`config.mk`:
```
export PLATFORM = sky130hd
export DESIGN_NAME = pc_fetch
export DESIGN_NICKNAME = d
export VERILOG_FILES = /design/src/rtl/mips_pkg.sv /design/src/rtl/npc_calc.sv /design/src/rtl/pc_fetch.sv
export SDC_FILE = /design/constraint.sdc
export NUM_CORES = 1
export LEC_CHECK = 0
export BUFFER_PORTS_ARGS = -buffer_cell sky130_fd_sc_hd__buf_2
export CAP_MARGIN = 20
export CORE_ASPECT_RATIO = 1.75
export CORE_UTILIZATION = 51
export CTS_CLUSTER_SIZE = 28
export DETAILED_ROUTE_END_ITERATION = 6
export PLACE_DENSITY_LB_ADDON = 0.25
export SYNTH_ARGS = -nofsm -noshare
export SYNTH_HDL_FRONTEND = slang
export SYNTH_HIERARCHICAL = 1
export SYNTH_SLANG_ARGS = --single-unit
```
`constraint.sdc`:
```
create_clock -name clk -period 4.8 [get_ports clk]
set_clock_uncertainty 0.05 [all_clocks]
set_input_delay 0.96 -clock clk [delete_from_list [all_inputs] [get_ports clk]]
set_output_delay 0.96 -clock clk [all_outputs]
set_load 0.02 [all_outputs]
```
`src/rtl/mips_pkg.sv`:
```
// Shared definitions for the MIPS core front end: next-PC select codes,
// fetch state encoding and the memory-mapped halt address.
package mips_pkg;

    localparam logic [1:0] NPC_SEQ = 2'd0;
    localparam logic [1:0] NPC_BR  = 2'd1;
    localparam logic [1:0] NPC_J   = 2'd2;
    localparam logic [1:0] NPC_JR  = 2'd3;

    // A store to this address is decoded elsewhere into halt_req.
    localparam logic [31:0] HALT_ADDR = 32'h0000_0080;

    typedef enum logic [1:0] {
        StRun   = 2'd0,
        StHalt  = 2'd1,
        StFault = 2'd2
    } fetch_state_e;

endpackage

```
`src/rtl/npc_calc.sv`:
```
// Combinational next-PC computation: sequential, branch, jump and
// jump-register targets.
module npc_calc
    import mips_pkg::*;
(
    input  logic [31:0] pc,
    input  logic [1:0]  npc_sel,
    input  logic        br_taken,
    input  logic [15:0] imm16,
    input  logic [25:0] jidx26,
    input  logic [31:0] jr_addr,
    output logic [31:0] pc_plus4,
    output logic [31:0] next_pc
);

    logic [31:0] br_off;

    assign pc_plus4 = pc + 32'd4;
    // Word offset, sign-extended and scaled to bytes.
    assign br_off   = {{14{imm16[15]}}, imm16, 2'b00};

    always_comb begin
        next_pc = pc_plus4;
        unique case (npc_sel)
            NPC_SEQ: next_pc = pc_plus4;
            NPC_BR:  next_pc = br_taken ? (pc_plus4 + br_off) : pc_plus4;
            NPC_J:   next_pc = {pc_plus4[31:28], jidx26, 2'b00};
            NPC_JR:  next_pc = jr_addr;
        endcase
    end

endmodule

```
`src/rtl/pc_fetch.sv`:
```
// PC register, retired-instruction counter and run/halt/fault control for
// the instruction fetch stage.
module pc_fetch
    import mips_pkg::*;
#(
    parameter logic [31:0] RESET_PC = 32'h0000_0000,
    parameter int unsigned IM_BYTES = 2048,
    parameter int unsigned CNT_W    = 32
) (
    input  logic             clk,
    input  logic             rst_n,
    input  logic             stall,
    input  logic             halt_req,
    input  logic [1:0]       npc_sel,
    input  logic             br_taken,
    input  logic [15:0]      imm16,
    input  logic [25:0]      jidx26,
    input  logic [31:0]      jr_addr,
    input  logic [31:0]      im_instr,
    output logic [31:0]      pc,
    output logic [31:0]      pc_plus4,
    output logic [31:0]      instr,
    output logic             fetch_valid,
    output logic             halted,
    output logic             fault,
    output logic [CNT_W-1:0] retired
);

    localparam logic [31:0] PC_MAX = 32'(IM_BYTES - 4);

    fetch_state_e     state_q, state_d;
    logic [31:0]      pc_q, pc_d;
    logic [CNT_W-1:0] retired_q, retired_d;
    logic [31:0]      next_pc;
    logic             next_legal;

    npc_calc u_npc_calc (
        .pc       (pc_q),
        .npc_sel  (npc_sel),
        .br_taken (br_taken),
        .imm16    (imm16),
        .jidx26   (jidx26),
        .jr_addr  (jr_addr),
        .pc_plus4 (pc_plus4),
        .next_pc  (next_pc)
    );

    assign next_legal = (next_pc[1:0] == 2'b00) && (next_pc <= PC_MAX);

    always_comb begin
        state_d   = state_q;
        pc_d      = pc_q;
        retired_d = retired_q;
        if (state_q == StRun) begin
            if (halt_req) begin
                state_d = StHalt;
            end else if (!stall) begin
                // An illegal target is still loaded so the debugger can see it.
                pc_d      = next_pc;
                retired_d = retired_q + CNT_W'(1);
                if (!next_legal) begin
                    state_d = StFault;
                end
            end
        end
    end

    always_ff @(posedge clk or negedge rst_n) begin
        if (!rst_n) begin
            state_q   <= StRun;
            pc_q      <= RESET_PC;
            retired_q <= '0;
        end else begin
            state_q   <= state_d;
            pc_q      <= pc_d;
            retired_q <= retired_d;
        end
    end

    assign pc          = pc_q;
    assign retired     = retired_q;
    assign fetch_valid = (state_q == StRun);
    assign halted      = (state_q == StHalt);
    assign fault       = (state_q == StFault);
    assign instr       = fetch_valid ? im_instr : 32'h0000_0000;

endmodule

```
* Yosys cells after proc, flatten, opt, wreduce, memory -nomap -nowiden *
Cells that the tools add are included.
Widths: inputs -> output; s select.

storage, ports and cells
  register bits = 66
  output and inout bits = 131
  word-level logic and storage cells = 28

cells by class
  eq/ne operators = 7
  bitwise logic cells = 2
  multiplexer cells = 6
  order comparisons = 1
  reductions and logical operators = 6
  add/subtract/negate cells = 3

operators with widths
  cell                   number
  $pmux 32 s4            1
  $mux 32                2
  $add 32x1->32 const B  1
  $add 32x3->32 const B  1
  $add 32x32->32         1
  $le 32x11->1 const B   1
  $eq 2x2->1 const B     3
  $logic_not 2->1        3
  $mux 2                 3
  $reduce_and 3->1       2
  $eq 2x1->1 const B     2
  $ne 2x1->1 const B     1
  $ne 2x2->1 const B     1
  $not 1->1              2
  $logic_and 1x1->1      1

* Longest topological paths before layout *
  depth after elaboration = 9
  mapped depth = 19
  mapped depth without buffers = 19

* Hierarchy *
The synthesis kept the hierarchy.

by module, submodules not included
  module    area each (µm²)  seq. area each (µm²)  cells each  instances
  npc_calc  3362.0           0.0                   502         1
  pc_fetch  3056.7           1651.6                324         1

* Worst setup path after synthesis *
Ideal clock, no wire load.

  path kind = register -> register
  start = register pc_q[2] (netlist: pc[2])
  end = register state_q[1]
  data arrival time = 4.257 ns
  data required time = 4.617 ns
  slack = 0.360 ns
  cell stages (with the launch flop) = 20
  cells stage by stage = dfrtp_1 ha_1 nand3_1 nor3_4 nand2_1 xnor2_1 ha_1 buf_2 a21o_1 a21oi_1 o21ai_0 a211oi_1 o21bai_1 o31ai_1 xor2_1 a31oi_1 nor4_1 nand4_1 nor4_1 a21oi_1

on the way
  longest elaborated chain between the ends = 8

ends and longest elaborated chain
  what                               line            text
  start, declared                    pc_fetch.sv:32  logic [31:0] pc_q, pc_d;
  start signal, assigned             pc_fetch.sv:75  pc_q <= pc_d;
  $add 32x3->32                      npc_calc.sv:18  assign pc_plus4 = pc + 32'd4;
  via pc_plus4[14]                   pc_fetch.sv:21  output logic [31:0] pc_plus4,
  $add 32x32->32                     npc_calc.sv:26  NPC_BR: next_pc = br_taken ? (pc_plus4 + br_off) : pc_plus4;
  $mux 32                            npc_calc.sv:26
  $pmux 32 s4                        npc_calc.sv:24  unique case (npc_sel)
  via next_pc[25]                    pc_fetch.sv:34  logic [31:0] next_pc;
  $le 32x11->1                       pc_fetch.sv:48  assign next_legal = (next_pc[1:0] == 2'b00) && (next_pc <= PC_MAX);
  $logic_and 1x1->1                  pc_fetch.sv:48
  $ne 2x2->1 (no source line)        n/a
  $reduce_and 3->1 (no source line)  n/a
  end signal, assigned               pc_fetch.sv:70  state_q <= StRun;
  end signal, assigned               pc_fetch.sv:74  state_q <= state_d;
  end, declared                      pc_fetch.sv:31  fetch_state_e state_q, state_d;

The timed path passes the listed nets, and every way through them passes these cells.
A chain may end at the register's enable or synchronous reset.

* Worst setup path in the final report *
  start = register pc_q[2] (netlist: pc[2])
  end = register state_q[1]

on the way
  longest elaborated chain between the ends = 8

ends and longest elaborated chain
  what                                   line
  $add 32x3->32 (*)                      npc_calc.sv:18
  $add 32x32->32                         npc_calc.sv:26
  $mux 32                                npc_calc.sv:26
  $pmux 32 s4 (*)                        npc_calc.sv:24
  via next_pc[25]                        pc_fetch.sv:34
  $le 32x11->1 (*)                       pc_fetch.sv:48
  $logic_and 1x1->1 (*)                  pc_fetch.sv:48
  $ne 2x2->1 (no source line) (*)        n/a
  $reduce_and 3->1 (no source line) (*)  n/a

Mark *: on every way through the listed nets, which the timed path passes. The rest lies on a longest branch.

==> metrics.md <==
| Metric | Value |
|---|---|
| Final Hold Viols | `0` |
| Hold path start | `retired[31]$_DFFE_PN0P_` |
| Pin count of the biggest net entering global routing | `46` |
| Die Height | `150.4 um` |
| Most used flip-flop cell after synthesis | `dfrtp_1` |
| DIE WIDTH | `86.81 um` |
| GRT Overall Usage | `0.3784` |
| RSZ-0062 raised after global routing | `false` |
| Rows | `53` |
| Non-Filler Instances | `1238` |
| Hold endpoint | `retired[31]$_DFFE_PN0P_` |
| CP cell instances | `ha_1 > nand3_2 > or3_1 > xnor2_1 > buf_4 > ha_1 > and3_1 > nand2_1 > a31oi_2 > o41ai_4 > nor4_2 > o31ai_1 > xor2_1 > a31oi_1 > nor4_1 > nand4_1 > nor4_1 > a21oi_1` |
| Most frequent cells in the layout | `243 x buf_2, 172 x nand2_1, 66 x dfrtp_1` |
| Root Driver | `clkbuf_16` |
| Overall Power | `1.812 mW` |
| Die area | `0.01306 mm2` |
| # diodes | `0` |
| Design area | `0.008249 mm2` |
| Slowest CP cell | `dfrtp_1` |
| Area delta synth->final | `28.52%` |
| Post-synthesis cell area | `0.006419 mm2` |
| Final Hold Slack | `0.4251 ns` |
| Drt total wl | `25060 um` |
| Initial DRC count | `564` |
| Clk buf depth | `2` |
| Initial antenna violation count | `0` |
| Setup TNS | `0 ns` |
| Core box area | `0.01214 mm2` |
| Worst slew margin | `0.4569` |
| Final global-route overflow total | `0` |
| Worst skew pair latency | `0.33 ns` |
| Vias per cell | `6.016` |
| Fin nets | `1217` |
| Max-cap viol count | `0` |
| Post-Syn Instances | `826` |
| Worst Path Required | `4.94 ns` |
| Number of global-route vias before repair | `6992` |
| Final Cycle Share | `0.9283` |
| Post-synth EDFFs | `0` |
| Buf+Inv Stages, Crit Path | `1` |
| Layout cell share with drive strength beyond 1 | `0.3038` |
| Initial Util | `0.5289` |
| Status | `completed` |
| Vias | `7448` |
| Reg clk slew, reported paths | `0.06 ns` |
| Antenna viol nets, final | `0` |
| PD cells | `219.7 mW/mm2` |
| FF-to-FF setup slack | `0.34 ns` |
| Post-DP HPWL | `19790 um` |
| Drt pass-1 iters | `5` |
| CP top delay family | `simple AND/OR/NAND/NOR gates` |
| Core Util, Final | `0.6798` |
| Register area share after synthesis | `0.2573` |
| Number of top-level pins | `244` |
| Setup-failing EPs final | `0` |
| Tightest Pin Transition | `0.8137 ns` |
| Max-slew violations | `0` |
| Post-synthesis register bit count | `66` |
| # fillers | `1081` |
| CP max FO | `7` |
| Async SR Flop Fraction | `1.000` |
| Reg2Reg Capture Point | `state_q[1]$_DFFE_PN0P_` |
| Pre-CTS WS | `0.09863 ns` |
| YS warnings | `6` |
| Worst VDD drop | `0.2264 mV` |
| Worst Hold Class | `register to register` |
| Post-synthesis area per instance | `7.771 um2` |
| Synth cell types | `78` |
| Routed wire per std cell | `20.24 um` |
| Setup crit start | `pc[2]$_DFFE_PN0P_` |
| Worst Hold Depth | `1` |
| DRC viols | `0` |
| Worst reg-to-reg path cell count | `18` |
| Crit path kind | `register to register` |
| Clock Sinks | `66` |
| Placed standard-cell area | `0.007810 mm2` |
| CP arrival | `4.60 ns` |
| Syn_nets | `975` |
| Critical path's largest stage delay | `0.44 ns` |
| First-pass GRT wire length | `37230 um` |
| Worst setup SP type | `register` |
| Fmax | `0.2244 GHz` |
| Placer congestion estimate | `1.018` |
| CP Capture Type | `register` |
| Tmin final | `4.456 ns` |
| Buffers on Ports | `243` |
| TritonCTS clock tree | `done` |
| Placed cells | `1219` |
| Leakage | `4.354 nW` |
| Final setup margin | `0.3442 ns` |
| Commonest non-fill, non-tap cell in the layout | `buf_2` |
| Worst flop-to-flop path startpoint | `pc[2]$_DFFE_PN0P_` |
| CTS H-tree lvls | `3` |
| Num CTS Buffers | `9` |
-- repair_timing --
item                                    in CTS  in global routing
hold buffers                                 0                  0
setup buffers                                0                  3
endpoints found under the setup margin       0                  2
gates resized for setup                      0                 13
-- cell families (layout without fill, tap and decap cells) --
logic type,Yosys count,in the layout,synth area share
multiplexers,10,10,0.02203
buffers and inverters,62,309,0.04444
AO/OA/AOI/OAI,176,176,0.1823
XOR/XNOR,75,75,0.1047
flip-flops,66,66,0.2573
adder cells (fa/ha/maj),36,36,0.07135
AND/OR/NAND/NOR,401,401,0.3179
-- cell usage after synthesis, types with 15 or more instances --
library cell / count / area share
nand4_1: 27 / 0.026
inv_1: 27 / 0.016
xnor2_1: 55 / 0.075
clkbuf_1: 20 / 0.012
ha_1: 35 / 0.068
a21oi_1: 41 / 0.032
o21ai_0: 39 / 0.030
nor2_1: 47 / 0.027
nand2_1: 172 / 0.10
xor2_1: 18 / 0.025
nor3_1: 15 / 0.012
and2_1: 36 / 0.035
dfrtp_1: 66 / 0.26
nand3_1: 35 / 0.027
-- layout make-up --
type,instances,area [um2],area share
Clock buffer,10,239.0,0.02897
Clock inverter,6,112.6,0.01365
Inverter,28,105.1,0.01274
Multi-Input combinational cell,698,4553,0.5519
Sequential cell,66,1652,0.2002
Tap cell,165,206.4,0.02503
Timing Repair Buffer,265,1381,0.1674
-- routing by layer --
layer,up-vias,share of wire,global-route usage
met5,-,0,0
met4,0,0.074,0.2683
met3,118,0.080,0.07127
met2,438,0.49,0.6264
met1,3456,0.36,0.4315
li1,3436,-,-
-- report_power, final --
part,switching [mW],internal [mW]
Sequential,0.0210,0.569
Combinational,0.279,0.171
Clock,0.250,0.523
Total,0.550,1.26
-- worst max path at each step --
stage,endpoint,cells after the start
4_1_cts,state_q[1]$_DFFE_PN0P_,18
6_report,state_q[1]$_DFFE_PN0P_,18
2_1_floorplan,state_q[1]$_DFFE_PN0P_,19
3_5_place_dp,state_q[1]$_DFFE_PN0P_,18
3_3_place_gp,state_q[1]$_DFFE_PN0P_,18
5_1_grt,state_q[1]$_DFFE_PN0P_,17
-- state kept, by name (all words and copies together), names as in the netlist --
signal / flops
pc: 32
retired: 32
state_q: 2
No activity file was read; power rests on OpenSTA's default activity.
